### config.mk
export PLATFORM = sky130hd
export DESIGN_NAME = seq_div
export DESIGN_NICKNAME = d
export VERILOG_FILES = /design/src/rtl/seq_div_pkg.sv /design/src/rtl/seq_div_step.sv /design/src/rtl/seq_div.sv
export SDC_FILE = /design/constraint.sdc
export NUM_CORES = 1
export LEC_CHECK = 0
export BUFFER_PORTS_ARGS = -buffer_cell sky130_fd_sc_hd__buf_2
export CORE_UTILIZATION = 30
export CTS_CLUSTER_DIAMETER = 30
export DETAILED_ROUTE_END_ITERATION = 10
export GPL_ROUTABILITY_DRIVEN = 0
export PLACE_DENSITY_LB_ADDON = 0.25
export SETUP_SLACK_MARGIN = 0.4
export SYNTH_ARGS = -nofsm -noshare
export SYNTH_HDL_FRONTEND = slang
export SYNTH_SLANG_ARGS = --single-unit
### constraint.sdc
create_clock -name clk -period 4.3 [get_ports clk]
set_input_delay 0.645 -clock clk [delete_from_list [all_inputs] [get_ports clk]]
set_output_delay 0.645 -clock clk [all_outputs]
set_load 0.05 [all_outputs]
### src/rtl/seq_div_pkg.sv
// Shared definitions for the sequential divider (seq_div).
package seq_div_pkg;
  localparam int WIDTH_DEF = 32;
  // Iterations per operation at the default width; the mult/div unit sizes its
  // scheduling from this.
  localparam int DIV_ITER = WIDTH_DEF;
  // Quotient reported for a zero divisor at the default width.
  localparam logic [WIDTH_DEF-1:0] DZ_QUO = '1;

  typedef enum logic [1:0] {IDLE, RUN, FIX, DONE} state_e;
endpackage

### src/rtl/seq_div_step.sv
// One radix-2 restoring division iteration on magnitudes: shift {rem,quo}
// left by one, trial-subtract the divisor, keep the difference if it fits.
module seq_div_step #(
  parameter int WIDTH = 32
) (
  input  logic [WIDTH-1:0] rem_i,
  input  logic [WIDTH-1:0] quo_i,
  input  logic [WIDTH-1:0] dvs_i,
  output logic [WIDTH-1:0] rem_o,
  output logic [WIDTH-1:0] quo_o
);
  logic [WIDTH:0] sh;
  logic           ge;

  // Shifted partial remainder needs WIDTH+1 bits; the restore leaves the shift.
  always_comb begin
    sh    = {rem_i, quo_i[WIDTH-1]};
    ge    = (sh >= {1'b0, dvs_i});
    rem_o = ge ? WIDTH'(sh - {1'b0, dvs_i}) : sh[WIDTH-1:0];
    quo_o = {quo_i[WIDTH-2:0], ge};
  end
endmodule

### src/rtl/seq_div.sv
// Multi-cycle iterative signed/unsigned divider, result {remainder, quotient}.
// Optional macro SEQ_DIV_EARLY_TERM_EN: finish in one iteration slot when the
// divisor is zero or |a| < |b|.
module seq_div
  import seq_div_pkg::*;
#(
  parameter int WIDTH = WIDTH_DEF
) (
  input  logic               clk,
  input  logic               reset,
  input  logic [WIDTH-1:0]   a,
  input  logic [WIDTH-1:0]   b,
  input  logic               start,
  input  logic               is_signed,
  output logic [2*WIDTH-1:0] s,
  output logic               isready,
  output logic               busy,
  output logic               div_zero
);
  localparam int             CW   = $clog2(WIDTH);
  localparam logic [CW-1:0]  LAST = CW'(WIDTH - 1);
  localparam logic [WIDTH-1:0] DZ_Q = '1;

  state_e             state_q, state_d;
  logic [WIDTH-1:0]   rem_q, rem_d, quo_q, quo_d, dvs_q, dvs_d, a_q, a_d;
  logic [CW-1:0]      cnt_q, cnt_d;
  logic               qneg_q, qneg_d, rneg_q, rneg_d, bz_q, bz_d, dz_q, dz_d;
  logic [2*WIDTH-1:0] s_q, s_d;

  logic               sa, sb, early;
  logic [WIDTH-1:0]   mag_a, mag_b, rem_nx, quo_nx, q_fix, r_fix;

  seq_div_step #(.WIDTH(WIDTH)) u_step (
    .rem_i (rem_q),
    .quo_i (quo_q),
    .dvs_i (dvs_q),
    .rem_o (rem_nx),
    .quo_o (quo_nx)
  );

  // Operand magnitudes and signs (unsigned mode passes raw values through).
  always_comb begin
    sa    = is_signed & a[WIDTH-1];
    sb    = is_signed & b[WIDTH-1];
    mag_a = sa ? -a : a;
    mag_b = sb ? -b : b;
    q_fix = qneg_q ? -quo_q : quo_q;
    r_fix = rneg_q ? -rem_q : rem_q;
  end

`ifdef SEQ_DIV_EARLY_TERM_EN
  logic early_q, early_d;

  // Trivial operands are decided at accept time and retired at the next edge.
  always_comb begin
    early_d = early_q;
    if ((state_q == IDLE || state_q == DONE) && start)
      early_d = (mag_b == '0) || (mag_a < mag_b);
  end

  // Early-termination flag register.
  always_ff @(posedge clk) begin
    if (reset) early_q <= 1'b0;
    else       early_q <= early_d;
  end

  assign early = early_q;
`else
  assign early = 1'b0;
`endif

  // Next-state and datapath updates for IDLE -> RUN -> FIX -> DONE.
  always_comb begin
    state_d = state_q;
    rem_d   = rem_q;
    quo_d   = quo_q;
    dvs_d   = dvs_q;
    a_d     = a_q;
    cnt_d   = cnt_q;
    qneg_d  = qneg_q;
    rneg_d  = rneg_q;
    bz_d    = bz_q;
    dz_d    = dz_q;
    s_d     = s_q;
    case (state_q)
      IDLE, DONE: begin
        if (start) begin
          a_d     = a;
          dvs_d   = mag_b;
          quo_d   = mag_a;
          rem_d   = '0;
          cnt_d   = '0;
          qneg_d  = sa ^ sb;
          rneg_d  = sa;
          bz_d    = (b == '0);
          dz_d    = 1'b0;
          state_d = RUN;
        end
      end
      RUN: begin
        if (early) begin
          // |a| < |b| means quotient 0 and remainder equal to the raw dividend.
          s_d     = {a_q, bz_q ? DZ_Q : {WIDTH{1'b0}}};
          dz_d    = bz_q;
          state_d = DONE;
        end else begin
          rem_d = rem_nx;
          quo_d = quo_nx;
          cnt_d = cnt_q + 1'b1;
          if (cnt_q == LAST) state_d = FIX;
        end
      end
      FIX: begin
        // A zero divisor bypasses sign fixing: the raw dividend is the remainder.
        s_d     = bz_q ? {a_q, DZ_Q} : {r_fix, q_fix};
        dz_d    = bz_q;
        state_d = DONE;
      end
      default: state_d = IDLE;
    endcase
  end

  // State and datapath registers; reset drops any in-flight operation.
  always_ff @(posedge clk) begin
    if (reset) begin
      state_q <= IDLE;
      rem_q   <= '0;
      quo_q   <= '0;
      dvs_q   <= '0;
      a_q     <= '0;
      cnt_q   <= '0;
      qneg_q  <= 1'b0;
      rneg_q  <= 1'b0;
      bz_q    <= 1'b0;
      dz_q    <= 1'b0;
      s_q     <= '0;
    end else begin
      state_q <= state_d;
      rem_q   <= rem_d;
      quo_q   <= quo_d;
      dvs_q   <= dvs_d;
      a_q     <= a_d;
      cnt_q   <= cnt_d;
      qneg_q  <= qneg_d;
      rneg_q  <= rneg_d;
      bz_q    <= bz_d;
      dz_q    <= dz_d;
      s_q     <= s_d;
    end
  end

  assign s        = s_q;
  assign isready  = (state_q == DONE);
  assign busy     = (state_q == RUN) || (state_q == FIX);
  assign div_zero = dz_q;
endmodule

# Word-level counts from Yosys, hierarchy flattened
# Index checks and enable logic that the tools add are counted.
[word_totals]
ff_bits = 203
input_bits = 68
out_inout_bits = 67
elab_cells = 54
[classes]
addsub = 6
order_cmp = 1
eq_ne = 6
n_mux = 17
n_bitwise = 4
reduce_logical = 9
[op_table]
columns = ["operator", "n"]
rows = [
  ["2-to-1 mux 32 bit", 7],
  ["negator 32 bit", 4],
  ["one-hot mux 32 bit (2 select lines)", 2],
  ["2-to-1 mux 64 bit", 1],
  ["greater-or-equal comparator 33 x 32 -> 1 bit", 1],
  ["zero test 32 bit", 1],
  ["subtractor 32 bit", 1],
  ["one-hot mux 5 bit (2 select lines)", 1],
  ["AND reduction 2 bit", 4],
  ["one-hot mux 2 bit (3 select lines)", 1],
  ["adder 5 x 1 -> 5 bit, second input constant", 1],
  ["equality test 5 bit, second input constant", 1],
  ["2-to-1 mux 5 bit", 1],
  ["equality test 2 bit, second input constant", 2],
  ["2-to-1 mux 2 bit", 2],
  ["!= test 2 bit, second input constant", 2],
  ["AND 1 bit", 2],
  ["equality test 2 x 1 -> 1 bit, second input constant", 1],
  ["zero test 2 bit", 1],
  ["one-hot mux 1 bit (2 select lines)", 1],
  ["nonzero test 2 bit", 1],
  ["OR reduction 2 bit", 1],
  ["logical OR 1 bit", 1],
  ["2-to-1 mux 1 bit", 1],
  ["other kinds (2)", 2],
]

# Longest topological paths before layout
[logic_depth]
word_depth = 4
depth_mapped = 13
ltp_nobuf = 12

# By module
# Synthesis repeated with hierarchy kept, for this count alone.
[hier_totals]
hier_cells = 1628
area_unflattened_um2 = 12856.1
[modules_own_cells]
columns = ["module", "instances", "cells_each", "area_per_inst_um2", "seq_area_each_um2"]
rows = [
  ["seq_div", 1, 1273, 10284.9, 4063.9],
  ["seq_div_step", 1, 355, 2571.2, 0.0],
]

# Worst setup path after synthesis
# Ideal clock, no wire load.
[synth_timing]
path_kind = "register to register"
start = "register rem_q[11]"
end = "register rem_q[15]"
setup_time_ns = 0.062
arrival_time_ns = 2.815
required_time_ns = 4.238
path_slack_ns = 1.423
stages_incl_launch_ff = 13
synth_period_minus_slack_ns = 2.877
path_cell_list = "dfxtp_1 -> ha_1 -> clkbuf_1 -> a21o_1 -> a21oi_1 -> o21ai_0 -> nor4b_1 -> a21oi_1 -> o211ai_1 -> buf_2 -> buf_1 -> nand3_1 -> nand3_1"
[synth_via]
elab_chain_cells = 3
word_cells_on_any_way = 4
classes_between = "1 x add/sub; 1 x order compare; 2 x mux"
[synth_rtl]
columns = ["item", "line", "source"]
rows = [
  ["from (decl)", "seq_div.sv:25", "logic [WIDTH-1:0] rem_q, rem_d, quo_q, quo_d, dvs_q, dvs_d, a_q, a_d;"],
  ["from (signal assigned)", "seq_div.sv:139", "rem_q <= rem_d;"],
  ["subtractor 32 bit / greater-or-equal comparator 33 x 32 -> 1 bit (equally long branches)", "seq_div_step.sv:19, seq_div_step.sv:18", ""],
  ["2-to-1 mux 32 bit *", "seq_div_step.sv:19", "rem_o = ge ? WIDTH'(sh - {1'b0, dvs_i}) : sh[WIDTH-1:0];"],
  ["one-hot mux 32 bit (2 select lines) *", "seq_div.sv:85", "case (state_q)"],
]
# Every way passes the cells marked *; elsewhere a longest branch is shown, timed or not.
# A chain may end at the register's enable or synchronous reset.

# Worst setup path in the final report
[layout_timing]
start = "register rem_q[7]"
end = "register rem_q[20]"
# The elaborated chain is that of the path after synthesis.

==> impl_metrics.ini <==
[outcome]
status = complete, no violations

[pwr]
power_frac_clock = 0.392
p_total_mw = 11.3
netSwitchingFraction = 0.396
seq_power_share = 0.239
cellLeakagePower_nw = 6.25
ir_drop_v = 0.000363
p_comb_frac = 0.368
intPower_mw = 6.80
powerDensity_nw_per_um2 = 728
switchingPower_mw = 4.45

[finish]
final_common_cell = nand2_1
finalInstanceArea_um2 = 15500
nets = 1836
final_cell_mix = nand2_1 (249), dfxtp_1 (202), nor2_1 (138)
drive_above_1_share = 0.154
area_growth_pct = 25.7

[synth]
avgSynthCellArea_um2 = 7.61
async_reset_ff_frac = 0
synth-seq-cells = 203
yosysWarnings = 0
ys_types = 65
syn_nets = 1728
post-synth-top-area-fraction = 0.330
synth-edff-count = 0
synth_area_leaders = dfxtp_1 (33%), nand2_1 (7.6%), xor2_1 (6.4%)
ys_seq_area_frac = 0.330
synthCells = 1617
synth_area_um2 = 12300
synthFlopType = dfxtp_1
synth_top_area_cell = dfxtp_1

[die]
num_rows = 73
start_util = 0.307
core_area_um2 = 40100
num_io_pins = 135
dieArea_um2 = 41800
fp.dieW_um = 205
die_y_um = 205

[hold_path]
min_to = a_q[24]
hp-start = a[24]
holdPathStages = 3
hold_class = in2reg

[route]
viasPerCell = 5.21
ant_nets = 0
drc = 0
vias = 12000
first_pass_iters = 7
drt_wl_total_um = 40000
avgRoutedWirePerCell_um = 17.4
drt_iter0_drc = 789

[global_route]
grt_max_degree = 97
gr-usage-met3 = 0.0350
use_met2 = 0.306
grt_pass1_wl_um = 63200
grt_overflow = 0
grt_use_total = 0.191
busiest_layer = met2
antenna_found_initial = 0
met1_usage = 0.252
grt_pass1_vias = 11500

[sta]
setup_tns_ns = 0
fmax_ghz = 0.288
post-route-period-util = 0.809
grt_setup_unrepaired = false
finalSetupViolCount = 0
slew_violations = 0
maxSlewHeadroom = 0.184
worst_pin_slew_ns = 1.22
hold_viol = 0
finClkSkew_ns = 0.0592
period_needed_ns = 3.48

[place]
placed_area_um2 = 13400
hpwl_um = 29200
portBuffers = 134

[setup_path]
cp_data_arrival_time_ns = 3.94
reg2reg_from = rem_q[7]
critPathCaptureType = flop
start_kind = flop
critical_path_peak_fanout = 30
rrSetupSlack_ns = 0.82
reg2regPathDepth = 9
critPathRequiredTime_ns = 4.76
path_class = reg2reg
r2r_end = rem_q[20]

[clocking]
cts_resized = 0
cts_tree = done
cts_inserted_buffers = 56
clkTransAtPathRegs_ns = 0.04
post_cts_buffers = 0
postCtsHoldBufs = 0
cts_num_sinks = 203
clk_latency_ns = 0.60
clk_path_buf_depth = 3
cts-root-buf = clkbuf_16
h-tree-depth = 2

[flow_run]
max-cap-violations = 0
==> routing by layer <==
layer	vias up	routed length, µm
met3	74	2050
met1	5586	18700
met4	0	1280
met2	325	18100
met5	-	0
li1	5971	-
==> cell families (layout without fill, tap and decap cells) <==
family | Yosys count | after routing | share of synthesized area
muxes | 31 | 31 | 0.0252
AOI/OAI and AO/OA | 434 | 434 | 0.229
and+or+nand+nor | 606 | 606 | 0.224
DFF | 203 | 203 | 0.330
other | 0 | 1 | 0
buffers and inverters | 163 | 315 | 0.0498
adders and majority gates | 43 | 43 | 0.0443
xor gates and xnor gates | 137 | 137 | 0.0975
==> critical path, stage by stage, from the launching register on <==
cell and delay (ns):
dfxtp_1 0.46, ha_1 0.33, and3_1 0.23, and3_1 0.19, a21bo_2 0.21, nand3_1 0.22
a21oi_1 0.40, o211a_1 0.89, a2111oi_0 0.16, o31ai_1 0.23
==> power groups by stage <==
stage / logic, mW / registers, mW / clock network [mW]
floorplan: 2.75 / 2.99 / 0
global placement: 4.13 / 2.71 / 0
detailed placement: 4.14 / 2.72 / 0
CTS: 4.16 / 2.69 / 4.48
global route: 4.58 / 2.75 / 4.60
finish: 4.15 / 2.69 / 4.42
==> layout make-up <==
type,instances,area [µm²]
fillers,4118,24600
flip-flops and latches,203,4070
repair buffers,158,857
clock buffers,72,1540
well taps,525,657
diodes,1,2.50
inverters,55,206
clock inverters,30,478
multi-input cells,1251,7650
==> synth_stat cells, drive strengths merged, types with 14 or more instances <==
cell type  number
a211oi         55
a21oi         127
inv            55
and3           14
o41ai          17
xnor2          47
or3            19
o21ai          98
dfxtp         203
xor2           90
buf            17
nor2          140
nor3           20
a21o           18
nand3          79
clkbuf         91
nor4           16
nand2         249
mux2i          31
o31ai          30
o211ai         24
ha             42
or4            14
==> worst max path at each step <==
stage,cells past startpoint,slack [ns],end,start
finish,9,0.82,rem_q[20],rem_q[7]
global route,9,0.56,rem_q[20],rem_q[3]
CTS,9,0.87,rem_q[20],rem_q[7]
detailed placement,9,0.91,rem_q[31],rem_q[7]
global placement,9,0.97,rem_q[29],rem_q[7]
floorplan,12,1.42,rem_q[15],rem_q[11]
==> metrics by stage <==
| stage | hold slack (ns) | setup WS [ns] | util | instances |
|---|---|---|---|---|
| final | 0.336 | 0.823 | 0.386 | 2295 |
| after global placement | 0.442 | 0.969 | 0.335 | 2192 |
| after floorplan | 0.431 | 1.42 | - | 1617 |
| after global routing | 0.333 | 0.557 | 0.386 | 2294 |
| after CTS | 0.303 | 0.870 | 0.386 | 2294 |
| after detailed placement | 0.444 | 0.912 | 0.335 | 2192 |
==> sequential cells by signal, summed over array words and instances (netlist names) <==
register / flops
rem_q: 32
cnt_q: 5
rneg_q: 1
div_zero: 1
qneg_q: 1
a_q: 32
s: 64
quo_q: 32
state_q: 2
bz_q: 1
dvs_q: 32
Note: power is estimated with default switching activity, not from simulation.
